File: config.mk
export PLATFORM = sky130hd
export DESIGN_NAME = axi4lite_master_write_channel
export DESIGN_NICKNAME = d
export VERILOG_FILES = /design/src/rtl/axi4lite_master_write_channel.sv
export SDC_FILE = /design/constraint.sdc
export NUM_CORES = 1
export LEC_CHECK = 0
export ABC_AREA = 0
export CAP_MARGIN = 20
export CORE_MARGIN = 2
export CORE_UTILIZATION = 45
export CTS_CLUSTER_DIAMETER = 30
export CTS_CLUSTER_SIZE = 28
export DETAILED_ROUTE_END_ITERATION = 10
export PLACE_DENSITY_LB_ADDON = 0.15
export SLEW_MARGIN = 20
export SYNTH_ARGS = -nofsm -noshare
export SYNTH_HDL_FRONTEND = slang
export SYNTH_SLANG_ARGS = --single-unit
File: constraint.sdc
create_clock -name ACLK -period 3.1 [get_ports ACLK]
set_input_delay 0.31 -clock ACLK [delete_from_list [all_inputs] [get_ports ACLK]]
set_output_delay 0.31 -clock ACLK [all_outputs]
set_load 0.01 [all_outputs]
File: src/rtl/axi4lite_master_write_channel.sv
// -----------------------------------------------------------------------------
// axi4lite_master_write_channel
//
// AXI4-Lite master write channel. Accepts one single-beat write command at a
// time from a local requester, drives AW and W (independently, in any order),
// collects the B response and hands it back to the requester. Keeps a
// saturating count of non-OKAY responses.
//
// Ports
//   ACLK, ARESETN            clock (rising edge), async active-low reset
//   AW*  (AWVALID/AWREADY/AWADDR/AWPROT)   write address channel
//   W*   (WVALID/WREADY/WDATA/WSTRB)       write data channel
//   B*   (BVALID/BREADY/BRESP)             write response channel
//   iWriteAddress/Data/Strobe, iWriteValid, oWriteReady   command request
//   oWriteResp, oWriteRespValid, iWriteRespAck            response return
//   oErrorCount              saturating number of non-OKAY responses
//
// Every output is a decode of registered state, so no input reaches
// AWVALID, WVALID or BREADY combinationally.
// -----------------------------------------------------------------------------
module axi4lite_master_write_channel #(
  parameter int unsigned AddressWidth  = 32,
  parameter int unsigned DataWidth     = 32,
  parameter int unsigned ErrCountWidth = 16
) (
  input  logic                       ACLK,
  input  logic                       ARESETN,
  output logic                       AWVALID,
  input  logic                       AWREADY,
  output logic [AddressWidth-1:0]    AWADDR,
  output logic [2:0]                 AWPROT,
  output logic                       WVALID,
  input  logic                       WREADY,
  output logic [DataWidth-1:0]       WDATA,
  output logic [DataWidth/8-1:0]     WSTRB,
  input  logic                       BVALID,
  output logic                       BREADY,
  input  logic [1:0]                 BRESP,
  input  logic [AddressWidth-1:0]    iWriteAddress,
  input  logic [DataWidth-1:0]       iWriteData,
  input  logic [DataWidth/8-1:0]     iWriteStrobe,
  input  logic                       iWriteValid,
  output logic                       oWriteReady,
  output logic [1:0]                 oWriteResp,
  output logic                       oWriteRespValid,
  input  logic                       iWriteRespAck,
  output logic [ErrCountWidth-1:0]   oErrorCount
);

  localparam int unsigned StrbWidth = DataWidth / 8;

  typedef enum logic [1:0] {
    ST_IDLE      = 2'd0,
    ST_ISSUE     = 2'd1,
    ST_WAIT_RESP = 2'd2,
    ST_REPORT    = 2'd3
  } state_e;

  state_e                   state_q,   state_d;
  logic                     aw_done_q, aw_done_d;
  logic                     w_done_q,  w_done_d;
  logic [AddressWidth-1:0]  addr_q,    addr_d;
  logic [DataWidth-1:0]     data_q,    data_d;
  logic [StrbWidth-1:0]     strb_q,    strb_d;
  logic [1:0]               resp_q,    resp_d;
  logic [ErrCountWidth-1:0] err_cnt_q, err_cnt_d;

  // Increment that sticks at all-ones instead of wrapping.
  function automatic logic [ErrCountWidth-1:0] sat_inc(input logic [ErrCountWidth-1:0] v);
    if (&v) begin
      return v;
    end else begin
      return v + {{(ErrCountWidth-1){1'b0}}, 1'b1};
    end
  endfunction

  // Output decodes; valids fall as soon as their own handshake has been seen.
  assign AWVALID         = (state_q == ST_ISSUE) && !aw_done_q;
  assign WVALID          = (state_q == ST_ISSUE) && !w_done_q;
  assign BREADY          = (state_q == ST_WAIT_RESP);
  assign oWriteReady     = (state_q == ST_IDLE);
  assign oWriteRespValid = (state_q == ST_REPORT);
  assign AWADDR          = addr_q;
  assign WDATA           = data_q;
  assign WSTRB           = strb_q;
  assign AWPROT          = 3'b000;
  assign oWriteResp      = resp_q;
  assign oErrorCount     = err_cnt_q;

  // State, handshake flags, command latches, response and error counter.
  always_ff @(posedge ACLK or negedge ARESETN) begin
    if (!ARESETN) begin
      state_q   <= ST_IDLE;
      aw_done_q <= 1'b0;
      w_done_q  <= 1'b0;
      addr_q    <= {AddressWidth{1'b0}};
      data_q    <= {DataWidth{1'b0}};
      strb_q    <= {StrbWidth{1'b0}};
      resp_q    <= 2'b00;
      err_cnt_q <= {ErrCountWidth{1'b0}};
    end else begin
      state_q   <= state_d;
      aw_done_q <= aw_done_d;
      w_done_q  <= w_done_d;
      addr_q    <= addr_d;
      data_q    <= data_d;
      strb_q    <= strb_d;
      resp_q    <= resp_d;
      err_cnt_q <= err_cnt_d;
    end
  end

  // Next-state and register-update logic.
  always_comb begin
    state_d   = state_q;
    aw_done_d = aw_done_q;
    w_done_d  = w_done_q;
    addr_d    = addr_q;
    data_d    = data_q;
    strb_d    = strb_q;
    resp_d    = resp_q;
    err_cnt_d = err_cnt_q;

    case (state_q)
      ST_IDLE: begin
        if (iWriteValid) begin
          addr_d    = iWriteAddress;
          data_d    = iWriteData;
          strb_d    = iWriteStrobe;
          aw_done_d = 1'b0;
          w_done_d  = 1'b0;
          state_d   = ST_ISSUE;
        end else begin
          state_d   = ST_IDLE;
        end
      end

      ST_ISSUE: begin
        // Handshakes on this edge count, so both channels finishing in the
        // same cycle (or the second one finishing now) moves on immediately.
        aw_done_d = aw_done_q | (AWVALID & AWREADY);
        w_done_d  = w_done_q  | (WVALID  & WREADY);
        if (aw_done_d && w_done_d) begin
          state_d = ST_WAIT_RESP;
        end else begin
          state_d = ST_ISSUE;
        end
      end

      ST_WAIT_RESP: begin
        if (BVALID) begin
          resp_d  = BRESP;
          state_d = ST_REPORT;
          if (BRESP != 2'b00) begin
            err_cnt_d = sat_inc(err_cnt_q);
          end else begin
            err_cnt_d = err_cnt_q;
          end
        end else begin
          state_d = ST_WAIT_RESP;
        end
      end

      ST_REPORT: begin
        if (iWriteRespAck) begin
          state_d = ST_IDLE;
        end else begin
          state_d = ST_REPORT;
        end
      end

      default: begin
        state_d = ST_IDLE;
      end
    endcase
  end

endmodule
[Word level (Yosys, flattened, before mapping)]
Index checks and enable logic that the tools add are counted.
Operators by class
  add/subtract/negate cells: 1
  equal/unequal tests: 4
  multiplexer cells: 8
  bitwise operators: 5
  reductions and logical operators: 13
Operator list (number)
  16-bit by 1-bit adder with 16-bit output, second input constant: 1
  16-bit AND reduction: 1
  2-bit one-hot mux with 4 select lines: 1
  2-bit AND reduction: 3
  2-bit equality test, second input constant: 2
  2-bit 2-to-1 mux: 2
  1-bit one-hot mux with 2 select lines: 2
  4-bit AND reduction: 1
  2-bit nonzero test: 2
  1-bit logical AND: 3
  1-bit 2-to-1 mux: 3
  1-bit bitwise AND: 2
  2-bit by 1-bit equality test with 1-bit output, second input constant: 1
  1-bit logical NOT: 2
  2-bit logical NOT: 1
  2-bit inequality test, second input constant: 1
  1-bit bitwise OR: 2
  1-bit inverter: 1
Storage, ports and cells
  bits in registers: 90
  bits of input ports: 77
  logic and storage cells: 39

[Longest topological paths before layout]
Gate-level depths: netlist of run 1.
  word-level depth: 7
  gate-level depth with buffers: 7

[Worst setup path before layout of run 1]
OpenSTA, ideal clock, no wires.
  kind: reg-to-reg
  start point: register err_cnt_q[0], in the netlist oErrorCount[0]
  end point: register err_cnt_q[12], in the netlist oErrorCount[12]
  library setup time: 0.134 ns
  data arrival time: 1.563 ns
  required time: 2.966 ns
  setup slack: 1.403 ns
  cell stages (with the launch flop): 7
  period minus slack after synthesis: 1.697 ns
  cell sequence: dfrtp_1 ha_1 nand4_2 nor4_4 buf_6 nor4_2 xor2_1
On the way
  word-level cells in the longest chain between the ends: 3
Ends and longest elaborated chain
  start, declared: line 66  | logic [ErrCountWidth-1:0] err_cnt_q, err_cnt_d;
  start signal, assigned: line 100  | err_cnt_q <= {ErrCountWidth{1'b0}};
  start signal, assigned: line 109  | err_cnt_q <= err_cnt_d;
  parallel branches: the longest is 3 deep, another holds 16-bit by 1-bit adder with 16-bit output
Parallel ways; which one is timed is not known.
A chain may end at the register's enable or synchronous reset.

[Worst setup path after layout of run 1]
  start point: register state_q[0]
  end point: output WVALID
On the way
  word-level cells in the longest chain between the ends: 2
Ends and longest elaborated chain
  start, declared: line 59  | state_e state_q, state_d;
  start signal, assigned: line 102  | state_q <= state_d;
  2-bit by 1-bit equality test with 1-bit output: line 79  | assign WVALID = (state_q == ST_ISSUE) && !w_done_q;
  1-bit logical AND: line 79
  end, declared: line 32  | output logic WVALID,
No other way between the ends.

==> impl_results.md, run 1 <==
- Fin. max-slew vios: 0
- GPL Wtd Cong: about 0.77
- Leakage: 2.44 nW
- Top cell type's share of synthesized area: 0.600
- Cts bufs inserted: 9
- GRT Overall Usage: 0.191
- Clock transition at the registers of the reported paths: approximately 0.090 ns
- Critical Path RT: around 2.8 ns
- Area leader, netlist: dfrtp_1
- Hold-fix buffers at CTS: 0
- Overall power: 5.03 mW
- DP Worst Slack: ~1.1 ns
- Drt pass-1 iters: 4
- H-Tree Depth: 3
- Die span in x: 95.3 um
- Cell Rows: 33
- Post-Syn Area: around 0.0038 mm^2
- CP Max Fanout: 12
- First-pass GRT wire length: about 13 mm
- Number of flops mapped to enable cells by yosys: 0
- Arrival @ worst endpoint: between 1.5 and 2 ns
- Final worst slack: around 1.0 ns
- Family with the most delay on the worst path: flip-flops
- DR WL/cell: 16.3 um
- Initial DRC Count: slightly above 50
- Core Region: 0.00813 mm^2
- Final Util: 0.702
- Clk sinks: 90
- Total wire length: ~8.7 mm
- Worst skew pair latency: about 0.34 ns
- Mean Syn Cell Area: between 10 and 15 um^2
- Crit-path max cell delay: 0.58 ns
- Post-synth cell types: 34
- Setup-failing EPs final: 0
- Seq/Total Area, Yosys: 0.600
- Synth area leaders: dfrtp_1, mux2_1, xor2_1
- Most frequent cells in the layout: clkdlybuf4s50_1, dfrtp_1, mux2_1
- Final HPWL DP: about 6.6 mm
- I/O pin cnt: around 170
- Initial Util: 0.461
- CP Capture Type: output port
- #FFs+latches synth: 90
- Fraction of registers with async set/reset: 1.00
- Antenna violations before repair: 0
- Min Tclk post-route: roughly 2.1 ns
- Largest net degree at the start of global routing: around 70
- Die Ht: 95.3 um
- Outcome: completed
- CP max stage cell: dfrtp_1
- WP buf/inv: 1
- Cell Chain, Critical Path: nand2_1 > nor2_1 > clkdlybuf4s50_1
- Number of global-route vias before repair: 2514
- Startpoint types: flop
- Hold crit path type: in -> async
- Vias per cell: around 5
- Worst Skew: 0.0111 ns
- Number of diodes: 0
- Most common cell after layout, fill and taps aside: clkdlybuf4s50_1
- Max-cap violations: 0
- Die area: 0.00909 mm^2
- TritonCTS clock tree: yes
- Maximum vdd ir drop: approximately 0.00044 V
- RSZ-0062 raised after global routing: false
- Fmax: ~490 MHz
- Slew headroom: 0.498
- GR Overflow Total: 0
- Final Hold Viols: 0
- PostCTS Resize Cnt: 0
- Vias post-DR: approximately 2600
- Cell Pwr Density: ~880 mW/mm^2
- Crit Path Category: reg -> out
- Area Overhead vs Synth: 52.1%
- Clock buffer depth: 2
- PortBufs: 167
- Yosys warnings: 0
- Setup TNS: 0 ns
- Fin crit share: 0.665
- Layout Nets: 502
- DRT antenna net count: 0
- Mapped Cells: 254
- Share of layout cells above drive strength 1: 0.0958
- Worst-Margin Slew: approximately 0.75 ns
- Prevailing post-synth register cell: dfrtp_1
- Clk root buf: clkbuf_8
- Setup bufs post-CTS: 0
- DRC: 0
## cells in the mapped netlist, drive strengths merged (2+ instances only)
cell type,n
buf,13
nor3b,2
nand4,6
nor3,5
dfrtp,90
mux2,71
and3,3
nor2,9
a21oi,5
nand2,12
nand3,2
nor4,8
xor2,15
and2,2
## path summary, 6_finish.rpt
path | start | end | slack (ns) | cells past startpoint
setup / recovery | state_q[0] | WVALID | 1.04 | 3
min in group ACLK | WDATA[28] | WDATA[28] | 0.49 | 1
hold reg to reg | WDATA[28] | WDATA[28] | 0.49 | 1
hold / removal | ARESETN | WDATA[18] | 0.02 | 1
setup reg to reg | oErrorCount[0] | oErrorCount[12] | 1.09 | 6
max in group asynchronous | ARESETN | oErrorCount[15] | 2.35 | 2
## layout make-up
class | count | area [um^2]
fillers | 610 | 2420
inverters | 1 | 3.75
multi-input cells | 151 | 1400
flip-flops and latches | 90 | 2250
well taps | 105 | 131
clock inverters | 5 | 80.1
clock buffers | 10 | 128
repair buffers | 171 | 1710
## metrics by stage
stage          cells  cell area, um^2  hold slack [ns]
2_1_floorplan    256             3760           0.0144
3_3_place_gp     518             5500            0.431
3_5_place_dp     518             5500            0.436
4_1_cts          533             5710           0.0564
5_1_grt          533             5710           0.0805
6_report         533             5710           0.0249
## power breakdown
group	internal, mW	total, mW	switching [mW]
combinational	1.36	2.21	0.849
sequential	1.69	1.98	0.293
clock	0.449	0.839	0.390
total	3.50	5.03	1.53
## routing by layer
layer / part of all wire / global-route usage / wire length, um / vias up
met2: 0.51 / 0.323 / 4390 / 92
met4: 0.0088 / 0.0507 / 76 / 0
li1: - / - / - / 1226
met3: 0.072 / 0.0506 / 623 / 11
met5: 0 / 0 / 0 / -
met1: 0.41 / 0.244 / 3590 / 1309
## flip-flops by register name (all words and copies together), names as in the netlist
| name | count |
|---|---|
| AWADDR | 32 |
| WDATA | 32 |
| oErrorCount | 16 |
| WSTRB | 4 |
| oWriteResp | 2 |
| state_q | 2 |
| aw_done_q | 1 |
| w_done_q | 1 |
## worst register-to-register path, stage by stage, from the launching register on
cell	delay, ns
dfrtp_1	0.41
ha_1	0.26
nand4_2	0.14
nor4_4	0.55
buf_4	0.29
nor4_2	0.07
xor2_1	0.17
## cell families after synthesis
logic type	after synthesis	share of synthesized area
mux	71	0.214
simple gates	51	0.0980
fa+ha+maj	1	0.00333
compound gates	10	0.0193
xor+xnor	15	0.0350
flops	90	0.600
buf+inv	15	0.0293
other cells	1	0.000999
No activity file was read; power rests on OpenSTA's default activity.
==> inputs of run 2 (changes only) <==
--- a/config.mk
+++ b/config.mk
@@ -8,7 +8,7 @@
 export ABC_AREA = 0
 export CAP_MARGIN = 20
 export CORE_MARGIN = 2
-export CORE_UTILIZATION = 45
+export CORE_UTILIZATION = 37
 export CTS_CLUSTER_DIAMETER = 30
 export CTS_CLUSTER_SIZE = 28
 export DETAILED_ROUTE_END_ITERATION = 10
==> constraint.sdc (replaced) <==
create_clock -name ACLK -period 1.8 [get_ports ACLK]
set_input_delay 0.18 -clock ACLK [delete_from_list [all_inputs] [get_ports ACLK]]
set_output_delay 0.18 -clock ACLK [all_outputs]
set_load 0.01 [all_outputs]
==> impl_results.md, run 2 (synthesis results as in run 1) <==
- FILL cells: between 800 and 900
- GRT Overall Usage: 0.169
- R2R setup slack: a little under 0.09 ns
- DRC: 0
- Cell Pwr Density: between 1000 and 1500 mW/mm^2
- Share of layout cells above drive strength 1: 0.125
- Cell Rows: 36
- Initial DRC Count: 92
- Most common cell after layout, fill and taps aside: clkdlybuf4s50_1
- Final Hold Viols: 0
- H-Tree Depth: 3
- Min Tclk post-route: ~1.7 ns
- CP Capture Type: flop
- Layout Nets: 513
- Area Overhead vs Synth: 56.8%
- Worst skew pair latency: 0.35 ns
- Largest net degree at the start of global routing: 48
- Critical R2R Capture: oErrorCount[1]
- Hold crit path type: in -> async
- Most frequent cells in the layout: clkdlybuf4s50_1, dfrtp_1, mux2_1
- Reg2reg start: oErrorCount[1]
- Die Ht: roughly 100 um
- Outcome: completed
- Fmax: just under 600 MHz
- Setup TNS: 0 ns
- Antenna violations before repair: 0
- Clk root buf: clkbuf_8
- Number of diodes: 0
- Cts bufs inserted: 9
- Core Region: roughly 0.0098 mm^2
- DRT antenna net count: 0
- Drt pass-1 iters: 5
- CP Max Fanout: 4
- Max-cap violations: 0
- Crit Path Category: reg -> reg
- Clock transition at the registers of the reported paths: about 0.10 ns
- Critical Path RT: between 2 and 2.5 ns
- TritonCTS clock tree: yes
- Initial Util: 0.382
- First-pass GRT wire length: between 10 and 15 mm
- Die span in x: roughly 100 um
- Vias post-DR: 2669
- GR Overflow Total: 0
- Setup-failing EPs final: 0
- Fin. max-slew vios: 0
- R2R depth: 6
- I/O pin cnt: about 170
- GPL Wtd Cong: between 0.7 and 0.8
- Total wire length: between 8 and 9 mm
- CP startpoint: oErrorCount[1]
- Vias per cell: around 4.7
- Startpoint types: flop
- Hold WS: around 0.32 ns
- DR WL/cell: between 15 and 20 um
- Number of global-route vias before repair: approximately 2800
- Clock buffer depth: 2
- Die area: around 0.011 mm^2
- Arrival @ worst endpoint: between 1.5 and 2 ns
- Clk sinks: 90
- Fin crit share: 0.950
- Final HPWL DP: 6.72 mm
- PortBufs: approximately 170
- Overall power: 8.81 mW
- Maximum vdd ir drop: roughly 0.00056 V
- Leakage: ~2.5 nW
- Worst Skew: approximately 0.0079 ns
run 2: cell count changes in the layout (fill, tap and decap cells not counted), sizes merged, moves of 2 or more:
cell / before / now
dlygate4sd2: 0 / 2
clkdlybuf4s50: 166 / 163
buf: 5 / 15
inv: 1 / 3
run 2: routing by layer:
metal,GRT usage,vias up,part of all wire
met5,0,-,0
met4,0.0562,0,0.023
met3,0.0499,16,0.060
met2,0.266,104,0.47
met1,0.223,1296,0.44
li1,-,1253,-
run 2: critical path, stage by stage, from the launching register on:
cell     delay, ns
dfrtp_1       0.40
ha_2          0.22
nand4_4       0.12
nor4_4        0.34
buf_4         0.17
nor2_2        0.05
mux2_4        0.31
run 2: power by group:
part	leakage, nW	internal (mW)	switching, mW
Clock	0.106	0.782	0.711
Sequential	1.09	2.91	0.496
Combinational	1.34	2.41	1.50
Total	2.54	6.10	2.71
run 2: worst max-delay path by stage:
stage / slack, ns / to / depth (start not counted)
floorplan: 0.10 / oErrorCount[12] / 6
global placement: 0.09 / AWADDR[31] / 5
detailed placement: 0.06 / WDATA[14] / 5
CTS: 0.06 / oWriteRespValid / 2
global route: -0.01 / oErrorCount[1] / 6
finish: 0.09 / oErrorCount[1] / 6
run 2: per-stage QoR:
stage	util	setup WS (ns)	instances	cell area [um^2]
after detailed placement	0.573	0.0633	555	5630
final	0.599	0.0894	572	5890
after floorplan	-	0.103	256	3760
after CTS	0.596	0.0577	571	5850
after global routing	0.599	-0.0125	572	5890
after global placement	0.573	0.0897	555	5630
run 2: cell type report:
cell class              instances  area, um^2  share of cell area
well taps                     133         166              0.0283
clock buffers                   9         124              0.0210
repair buffers                182        1820               0.310
multi-input cells             151        1430               0.242
flip-flops and latches         90        2250               0.383
inverters                       1        3.75            0.000638
clock inverters                 6        90.1              0.0153
run 2: repair_timing:
action | in CTS | in global routing
resized for setup | 3 | 5
pin swaps | 0 | 2
hold buffers | 1 | 0
setup endpoints to repair | 3 | 6
setup buffers | 0 | 1
hold endpoints to repair | 33 | 0
==> inputs of run 3 (changes only) <==
--- a/config.mk
+++ b/config.mk
@@ -13,6 +13,7 @@
 export CTS_CLUSTER_SIZE = 28
 export DETAILED_ROUTE_END_ITERATION = 10
 export PLACE_DENSITY_LB_ADDON = 0.15
+export SKIP_CTS_REPAIR_TIMING = 1
 export SLEW_MARGIN = 20
 export SYNTH_ARGS = -nofsm -noshare
 export SYNTH_HDL_FRONTEND = slang
==> impl_results.md, run 3 (synthesis results as in run 1) <==
- Layout Nets: 515
- Final Hold Viols: 0
- Clock transition at the registers of the reported paths: ~0.1 ns
- Fin. max-slew vios: 0
- Clk sinks: 90
- PortBufs: roughly 170
- Sequential cell area: roughly 0.0023 mm^2
- Fin crit share: 0.959
- Share of layout cells above drive strength 1: 0.134
- Fmax: ~580 MHz
- Footprint of the multi-input gates: between 0.001 and 0.0015 mm^2
- Die Ht: 105 um
- I/O pin cnt: roughly 170
- Vias post-DR: approximately 2700
- CP Capture Type: output port
- Most frequent cells in the layout: clkdlybuf4s50_1, dfrtp_1, mux2_1
- Max Used Layer: met4
- Final HPWL DP: between 6 and 7 mm
- Leakage: around 2.6 nW
- Min Tclk post-route: about 1.7 ns
- Setup-failing EPs final: 0
- Initial Util: 0.382
- TritonCTS clock tree: yes
- Hold crit path type: in -> async
- Hold WS: about 0.32 ns
- Area Overhead vs Synth: 57.8%
- Cts bufs inserted: 9
- Crit Path Category: reg -> out
- First-pass GRT wire length: ~15 mm
- DRC: 0
- GPL Wtd Cong: 0.782
- H-Tree Depth: 3
- Post-Layout Cell Count: between 500 and 600
- Worst Skew: between 0.007 and 0.008 ns
- Drt pass-1 iters: 4
- Overall power: 8.87 mW
- Clk root buf: clkbuf_8
- Antenna violations before repair: 0
- FILL cells: approximately 860
- DRT antenna net count: 0
- Final Util: 0.603
- Worst skew pair latency: between 0.3 and 0.4 ns
- Vias per cell: about 4.7
- Cell Pwr Density: 1500 mW/mm^2
- CP Max Fanout: 3
- Total wire length: between 8 and 9 mm
- Outcome: completed
- Maximum vdd ir drop: 0.000564 V
- GR Overflow Total: 0
- DR WL/cell: approximately 16 um
- Initial DRC Count: 75
- Most common cell after layout, fill and taps aside: clkdlybuf4s50_1
- DR WL met3: 544 um
- Met2 Wirelength: 4.24 mm
- Largest net degree at the start of global routing: between 40 and 50
- Die span in x: ~100 um
- Die area: ~0.011 mm^2
- Core Region: between 0.009 and 0.01 mm^2
- Critical Path RT: roughly 1.6 ns
- Startpoint types: flop
- GRT Overall Usage: 0.168
- Arrival @ worst endpoint: ~1.6 ns
- Max-cap violations: 0
- Placed cells: around 560
- Number of diodes: 0
- Cell Rows: 36
- Clock buffer depth: 2
- Setup TNS: 0 ns
- WL met1: 3.95 mm
- Number of global-route vias before repair: about 2800
run 3: cell types whose count changed in the layout (fill, tap and decap cells not counted):
cell / previous run / this run
dlymetal6s2s_1: 1 / 2
dlygate4sd2_1: 2 / 0
nor4_2: 2 / 4
nor3_4: 0 / 1
nor4_1: 4 / 2
clkdlybuf4s50_1: 163 / 164
buf_4: 12 / 14
nor3_2: 5 / 4
run 3: worst paths after layout:
path,startpoint,to,slack (ns),cells after the start
worst max-delay path,state_q[1],oWriteReady,0.07,3
worst min-delay path,ARESETN,WDATA[10],0.32,2
worst max register to register,oErrorCount[1],oErrorCount[1],0.09,6
worst min register to register,AWADDR[4],AWADDR[4],0.49,1
max in group asynchronous,ARESETN,WDATA[27],0.85,3
min in group ACLK,iWriteData[4],WDATA[4],0.42,2
run 3: layout make-up:
cell class / instances / share of cell area
clock buffers: 9 / 0.0209
flip-flops and latches: 90 / 0.380
inverters: 1 / 0.000634
clock inverters: 6 / 0.0152
repair buffers: 184 / 0.311
well taps: 133 / 0.0281
multi-input cells: 151 / 0.244
run 3: report_power, final:
part	leakage [nW]	internal (mW)	switching (mW)
combinational	1.36	2.45	1.52
sequential	1.09	2.91	0.485
clock	0.106	0.782	0.717
run 3: through the flow:
stage               setup WS, ns  area (um^2)
floorplan                  0.103         3760
global placement          0.0897         5630
detailed placement        0.0633         5630
CTS                       -0.122         5840
global route             -0.0136         5920
finish                    0.0743         5920
run 3: critical path: stages (launching register included):
cell and delay, ns:
dfrtp_1 0.41, buf_4 0.15, nor2_1 0.09, clkdlybuf4s50_1 0.54
run 3: metal layers:
metal	GRT usage	vias to the layer above
met5	0	-
met4	0.0562	0
met1	0.222	1310
met3	0.0499	15
li1	-	1258
met2	0.265	103
